File: src/rtl/ama_riscv_pkg.sv
// ama_riscv_pkg: shared register-file geometry constants
package ama_riscv_pkg;
  localparam int XLEN    = 32;
  localparam int ADDR_W  = 5;
  localparam int REG_NUM = 1 << ADDR_W;
endpackage

File: src/rtl/ama_riscv_scoreboard.sv
// ama_riscv_scoreboard: per-register busy mask; set wins over clears, x0 never busy
// ports: i_set_* marks a pending write, i_clr_a_*/i_clr_b_* retire one, o_busy_* are lookups
module ama_riscv_scoreboard
  import ama_riscv_pkg::*;
(
  input  logic              clk,
  input  logic              rst,
  input  logic              i_set_en,
  input  logic [ADDR_W-1:0] i_set_addr,
  input  logic              i_clr_a_en,
  input  logic [ADDR_W-1:0] i_clr_a_addr,
  input  logic              i_clr_b_en,
  input  logic [ADDR_W-1:0] i_clr_b_addr,
  input  logic [ADDR_W-1:0] i_rs1,
  input  logic [ADDR_W-1:0] i_rs2,
  input  logic [ADDR_W-1:0] i_rd,
  output logic              o_busy_rs1,
  output logic              o_busy_rs2,
  output logic              o_busy_rd
);
  logic [REG_NUM-1:0] r_busy;
  logic [REG_NUM-1:0] w_set;
  logic [REG_NUM-1:0] w_clr;
  always_comb begin
    w_set = '0;
    w_clr = '0;
    w_set[i_set_addr] = i_set_en;
    w_clr[i_clr_a_addr] = i_clr_a_en;
    w_clr[i_clr_b_addr] = w_clr[i_clr_b_addr] | i_clr_b_en;
  end
  always_ff @(posedge clk) begin
    if (rst) r_busy <= '0;
    else     r_busy <= ((r_busy & ~w_clr) | w_set) & {{(REG_NUM-1){1'b1}}, 1'b0};
  end
  assign o_busy_rs1 = r_busy[i_rs1];
  assign o_busy_rs2 = r_busy[i_rs2];
  assign o_busy_rd  = r_busy[i_rd];
endmodule

File: src/rtl/ama_riscv_operand_fetch.sv
// ama_riscv_operand_fetch: decode-stage reg-file reader with writeback bypass, busy scoreboard and registered operand output
// ports: i_in_* issue side, o_rf_addr_*/i_rf_data_* reg-file read, i_wb_* writeback, i_flush, i_out_ready/o_out_* execute side
module ama_riscv_operand_fetch
  import ama_riscv_pkg::*;
(
  input  logic              clk,
  input  logic              rst,
  input  logic              i_in_valid,
  output logic              o_in_ready,
  input  logic [ADDR_W-1:0] i_in_rs1,
  input  logic [ADDR_W-1:0] i_in_rs2,
  input  logic [ADDR_W-1:0] i_in_rd,
  input  logic              i_in_rd_we,
  output logic [ADDR_W-1:0] o_rf_addr_a,
  output logic [ADDR_W-1:0] o_rf_addr_b,
  input  logic [XLEN-1:0]   i_rf_data_a,
  input  logic [XLEN-1:0]   i_rf_data_b,
  input  logic              i_wb_we,
  input  logic [ADDR_W-1:0] i_wb_addr,
  input  logic [XLEN-1:0]   i_wb_data,
  input  logic              i_flush,
  output logic              o_out_valid,
  input  logic              i_out_ready,
  output logic [XLEN-1:0]   o_out_rs1_data,
  output logic [XLEN-1:0]   o_out_rs2_data,
  output logic [ADDR_W-1:0] o_out_rd,
  output logic              o_out_rd_we
);
  logic              r_valid;
  logic [XLEN-1:0]   r_rs1_data;
  logic [XLEN-1:0]   r_rs2_data;
  logic [ADDR_W-1:0] r_rd;
  logic              r_rd_we;
  logic w_hit_rs1, w_hit_rs2, w_hit_rd;
  logic w_busy_rs1, w_busy_rs2, w_busy_rd;
  logic w_hazard, w_fire, w_out_fire, w_flush_clr;
  logic [XLEN-1:0] w_op_a, w_op_b;
  assign o_rf_addr_a = i_in_rs1;
  assign o_rf_addr_b = i_in_rs2;
  assign w_hit_rs1 = i_wb_we & (i_wb_addr == i_in_rs1);
  assign w_hit_rs2 = i_wb_we & (i_wb_addr == i_in_rs2);
  assign w_hit_rd  = i_wb_we & (i_wb_addr == i_in_rd);
  // the register file writes synchronously, so a same-cycle writeback is not yet visible on its read ports
  assign w_op_a = (i_in_rs1 == '0) ? '0 : w_hit_rs1 ? i_wb_data : i_rf_data_a;
  assign w_op_b = (i_in_rs2 == '0) ? '0 : w_hit_rs2 ? i_wb_data : i_rf_data_b;
  assign w_hazard = (w_busy_rs1 & (i_in_rs1 != '0) & ~w_hit_rs1)
                  | (w_busy_rs2 & (i_in_rs2 != '0) & ~w_hit_rs2)
                  | (i_in_rd_we & w_busy_rd & (i_in_rd != '0) & ~w_hit_rd);
  assign o_in_ready  = ~rst & ~i_flush & ~w_hazard & (~r_valid | i_out_ready);
  assign w_fire      = i_in_valid & o_in_ready;
  assign w_out_fire  = r_valid & i_out_ready;
  // a flushed instruction that never reached execute will never write back, so release its rd
  assign w_flush_clr = i_flush & r_valid & r_rd_we & (r_rd != '0) & ~i_out_ready;
  ama_riscv_scoreboard u_sb (
    .clk          (clk),
    .rst          (rst),
    .i_set_en     (w_fire & i_in_rd_we & (i_in_rd != '0)),
    .i_set_addr   (i_in_rd),
    .i_clr_a_en   (i_wb_we & (i_wb_addr != '0)),
    .i_clr_a_addr (i_wb_addr),
    .i_clr_b_en   (w_flush_clr),
    .i_clr_b_addr (r_rd),
    .i_rs1        (i_in_rs1),
    .i_rs2        (i_in_rs2),
    .i_rd         (i_in_rd),
    .o_busy_rs1   (w_busy_rs1),
    .o_busy_rs2   (w_busy_rs2),
    .o_busy_rd    (w_busy_rd)
  );
  always_ff @(posedge clk) begin
    if (rst) begin
      r_valid    <= 1'b0;
      r_rs1_data <= '0;
      r_rs2_data <= '0;
      r_rd       <= '0;
      r_rd_we    <= 1'b0;
    end else if (i_flush) begin
      r_valid <= 1'b0;
    end else if (w_fire) begin
      r_valid    <= 1'b1;
      r_rs1_data <= w_op_a;
      r_rs2_data <= w_op_b;
      r_rd       <= i_in_rd;
      r_rd_we    <= i_in_rd_we;
    end else if (w_out_fire) begin
      r_valid <= 1'b0;
    end
  end
  assign o_out_valid    = r_valid;
  assign o_out_rs1_data = r_rs1_data;
  assign o_out_rs2_data = r_rs2_data;
  assign o_out_rd       = r_rd;
  assign o_out_rd_we    = r_rd_we;
endmodule

File: config.mk
export PLATFORM = sky130hd
export DESIGN_NAME = ama_riscv_operand_fetch
export DESIGN_NICKNAME = d
export VERILOG_FILES = /design/src/rtl/ama_riscv_pkg.sv /design/src/rtl/ama_riscv_scoreboard.sv /design/src/rtl/ama_riscv_operand_fetch.sv
export SDC_FILE = /design/constraint.sdc
export NUM_CORES = 1
export LEC_CHECK = 0
export CAP_MARGIN = 5
export CELL_PAD_IN_SITES_DETAIL_PLACEMENT = 0
export CELL_PAD_IN_SITES_GLOBAL_PLACEMENT = 1
export CORE_ASPECT_RATIO = 1.1
export CORE_MARGIN = 2
export CORE_UTILIZATION = 36
export CTS_CLUSTER_DIAMETER = 150
export DETAILED_ROUTE_END_ITERATION = 12
export GPL_TIMING_DRIVEN = 1
export PLACE_DENSITY = 0.89
export SLEW_MARGIN = 30
export SYNTH_ARGS = -nofsm -noshare
export SYNTH_HDL_FRONTEND = slang
export SYNTH_SLANG_ARGS = --single-unit
File: constraint.sdc
create_clock -name clk -period 3.2 [get_ports clk]
set_clock_uncertainty 0.05 [all_clocks]
set_input_delay 0.32 -clock clk [delete_from_list [all_inputs] [get_ports clk]]
set_output_delay 0.32 -clock clk [all_outputs]
set_load 0.02 [all_outputs]
==> out/metrics.csv <==
stage,metric,value,unit
floorplanning,io_pins,205,
global_routing,grt_start_max_net_pins,44,
global_routing,grt_pass1_vias,6768,
clocking,htreeDepth,3,
synth,synth-edff-count,0,
worst_setup_path,reg2regPathDepth,10,
layout,layout_commonest_cell,clkdlybuf4s50_1,
drt,vias,6954,
layout,drive_gt1_share,18.22,%
clocking,cts_root_buf,clkbuf_16,
run,drv_cap,0,
min_path,min_to,u_sb.r_busy[18],
synth,netlist_instances,817,
layout,nets,1139,
drt,drc_errors,0,
clocking,cts_sinks,102,
global_routing,antenna_found_initial,0,
worst_setup_path,path_delay_family,simple AND/OR/NAND/NOR gates,
worst_setup_path,max_stage_delay,540,ps
synth,ys_seq_elements,102,
layout,n_antenna_cell,0,
worst_setup_path,r2r_start,u_sb.r_busy[31],
worst_setup_path,crit_path_end_kind,output port,
synth,synth_cell_types,59,
global_routing,grt_usage,23.63,%
worst_setup_path,rrSetupSlack,150,ps
worst_setup_path,critPathKind,flop to output port,
min_path,hold_class,flop to flop,
placement,place.gp.congestion,0.9632,
clocking,cts_buffers,9,
worst_setup_path,path_buf_inv,3,
drt,routedWlPerCell,19.48,µm
min_path,whs_path_depth,2,
synth,synth_nets,940,
floorplanning,dieArea,20780,µm²
global_routing,grt_pass1_wl,37.79,mm
sta,slew_headroom,42.21,%
drt,dr.pass1.iters,5,
run_status,status,"complete, no violations",
clocking,cts_tree,yes,
drt,via_per_inst,5.484,
sta,worst_slew_pin_slew,865.1,ps
worst_setup_path,crit_fanout,3,
power,ir_worst_vdd,0.1880,mV
worst_setup_path,cpMaxStageDelayCell,or4_1,
drt,finalWirelength,24.71,mm
synth,syn_area,7069,µm²
layout,layout.cells.most_common_list,"199 x clkdlybuf4s50_1, 102 x dfxtp_1, 84 x nor2_1",
sta,fmax,321.8,MHz
worst_setup_path,timing.rr.end,o_out_rs2_data[2],
synth,synth_flop_cell,dfxtp_1,
clocking,clockBufferDepth,2,
worst_setup_path,required,2830,ps
synth,yosysWarnings,0,
power,leakagePower,3.756,nW
power,power.density,309.2,nW/µm²
sta,setup_tns,0,ps
placement,place_hpwl,18.14,mm
layout,area_growth,41.56,%
sta,min_period,3107,ps
drt,antenna_left,0,
clocking,clk_latency,350,ps
placement,place_ws,-350.7,ps
floorplanning,die_x,137.6,µm
synth,ys_async_sr_fraction,0,%
synth,syn_area_per_cell,8.653,µm²
worst_setup_path,arrival,2740,ps
floorplanning,placementRows,53,
sta,drv_slew,0,
sta,fin_ws,92.67,ps
synth,seq_area_frac_synth,28.88,%
drt,drt-initial-drc-count,564,
min_path,min-delay-start,u_sb.r_busy[18],
floorplanning,dieHeight,151.0,µm
floorplanning,start_util,36.89,%
sta,hold_viol,0,
floorplanning,core_area,19160,µm²
sta,fin_crit_sh,97.10,%
layout,final.fill_count,1798,
clocking,clkSlewWorstSetupHoldPaths,70,ps
placement,io_buffers,204,
worst_setup_path,crit_path_cell_trace,inv_1 -> mux4_2 -> o2111a_1 -> or4_1 -> o22ai_2 -> buf_4 -> and4b_1 -> buf_2,
sta,setup_viol,0,
worst_setup_path,setup.worst_path.start_class,flop,
global_routing,overflow,0,
sta,rsz0062_at_grt,false,
routing by layer:
layer,track usage (%),part of all wire (%)
met1,29.44,41
met2,40.15,48
met3,6.258,9.2
met4,6.495,2.0
met5,0,0
kinds of logic after synthesis:
family	synth area share, %
and+or+nand+nor	21.63
muxes	26.48
AOI/OAI and AO/OA	13.38
buffers and inverters	7.398
DFF	28.88
xor gates and xnor gates	2.230
worst register-to-register path, stage by stage, from the launching register on:
cell       delay, ps
dfxtp_1          380
inv_1            100
mux4_2           480
o2111a_1         240
or4_1            540
o22ai_2          130
buf_4            160
or3b_4           220
buf_4            150
clkbuf_16        160
mux2_2           330
area by class of cell:
type                       count  area (µm²)  share of cell area [%]
multi-input combinational    602        4537                   45.34
timing repair buffer         277        2738                   27.36
sequential                   102        2042                   20.41
tap                          247       309.0                   3.088
clock buffer                  10       229.0                   2.288
inverter                      24       90.09                  0.9002
clock inverter                 6       62.56                  0.6252
timing repair:
| item | in CTS | in global routing |
|---|---|---|
| pin swaps | 1 | 3 |
| hold buffers | 0 | 0 |
| endpoints found under the setup margin | 1 | 15 |
| gates resized for setup | 5 | 8 |
| setup buffers | 0 | 7 |
| gates cloned | 0 | 1 |
power breakdown:
group	switching [W]	leakage, nW	total [W]	internal (W)
sequential	0.0000205	0.824	0.00131	0.00129
combinational	0.000322	2.79	0.000678	0.000356
clock	0.000553	0.143	0.00110	0.000551
state kept, by name (all words and copies together), names as in the netlist:
signal	cells
o_out_rd	5
o_out_rd_we	1
o_out_rs1_data	32
o_out_rs2_data	32
o_out_valid	1
u_sb.r_busy	31
worst max path at each step:
stage                         start               to  slack (ps)  cells past startpoint
detailed placement      i_in_rs2[0]  u_sb.r_busy[21]        -350                     11
floorplan               i_in_rs1[1]      o_out_rd_we         440                      9
CTS                     i_in_rs2[0]  u_sb.r_busy[21]           7                     11
global placement        i_in_rs1[1]       o_in_ready        -370                      8
global route            i_in_rs1[0]  u_sb.r_busy[17]         0.5                     11
finish              u_sb.r_busy[31]       o_in_ready          90                      8
synthesized netlist by cell type (6+ instances only):
cell / count / area share (%)
mux2_2: 61 / 9.7
nor2b_1: 76 / 6.7
a311oi_1: 22 / 2.7
buf_6: 6 / 0.96
inv_1: 23 / 1.2
nand2_1: 63 / 3.3
mux2i_1: 79 / 11
mux4_2: 13 / 4.1
buf_1: 12 / 0.64
nand3_1: 15 / 1.1
o31ai_1: 17 / 1.8
o21ai_0: 39 / 2.8
nor2_1: 84 / 4.5
clkbuf_1: 50 / 2.7
mux2_1: 9 / 1.4
buf_4: 11 / 1.2
buf_2: 10 / 0.71
xor2_1: 15 / 1.9
o2111ai_1: 11 / 1.4
a21oi_1: 6 / 0.42
and3_1: 12 / 1.1
dfxtp_1: 102 / 29
o41ai_2: 8 / 1.8
nor3b_1: 6 / 0.64
through the flow:
| step | hold slack (ps) | total power [W] | utilization [%] | area (µm²) | cells |
|---|---|---|---|---|---|
| 2_1_floorplan | 414.4 | 0.001656 | - | 7069 | 817 |
| 3_3_place_gp | 503.2 | 0.001999 | 50.09 | 9600 | 1244 |
| 3_5_place_dp | 508.7 | 0.002003 | 50.09 | 9600 | 1244 |
| 4_1_cts | 523.3 | 0.003101 | 51.62 | 9893 | 1260 |
| 5_1_grt | 543.7 | 0.003200 | 52.22 | 10010 | 1268 |
| 6_report | 530.3 | 0.003094 | 52.22 | 10010 | 1268 |
Power figures use the tool's default switching activity.
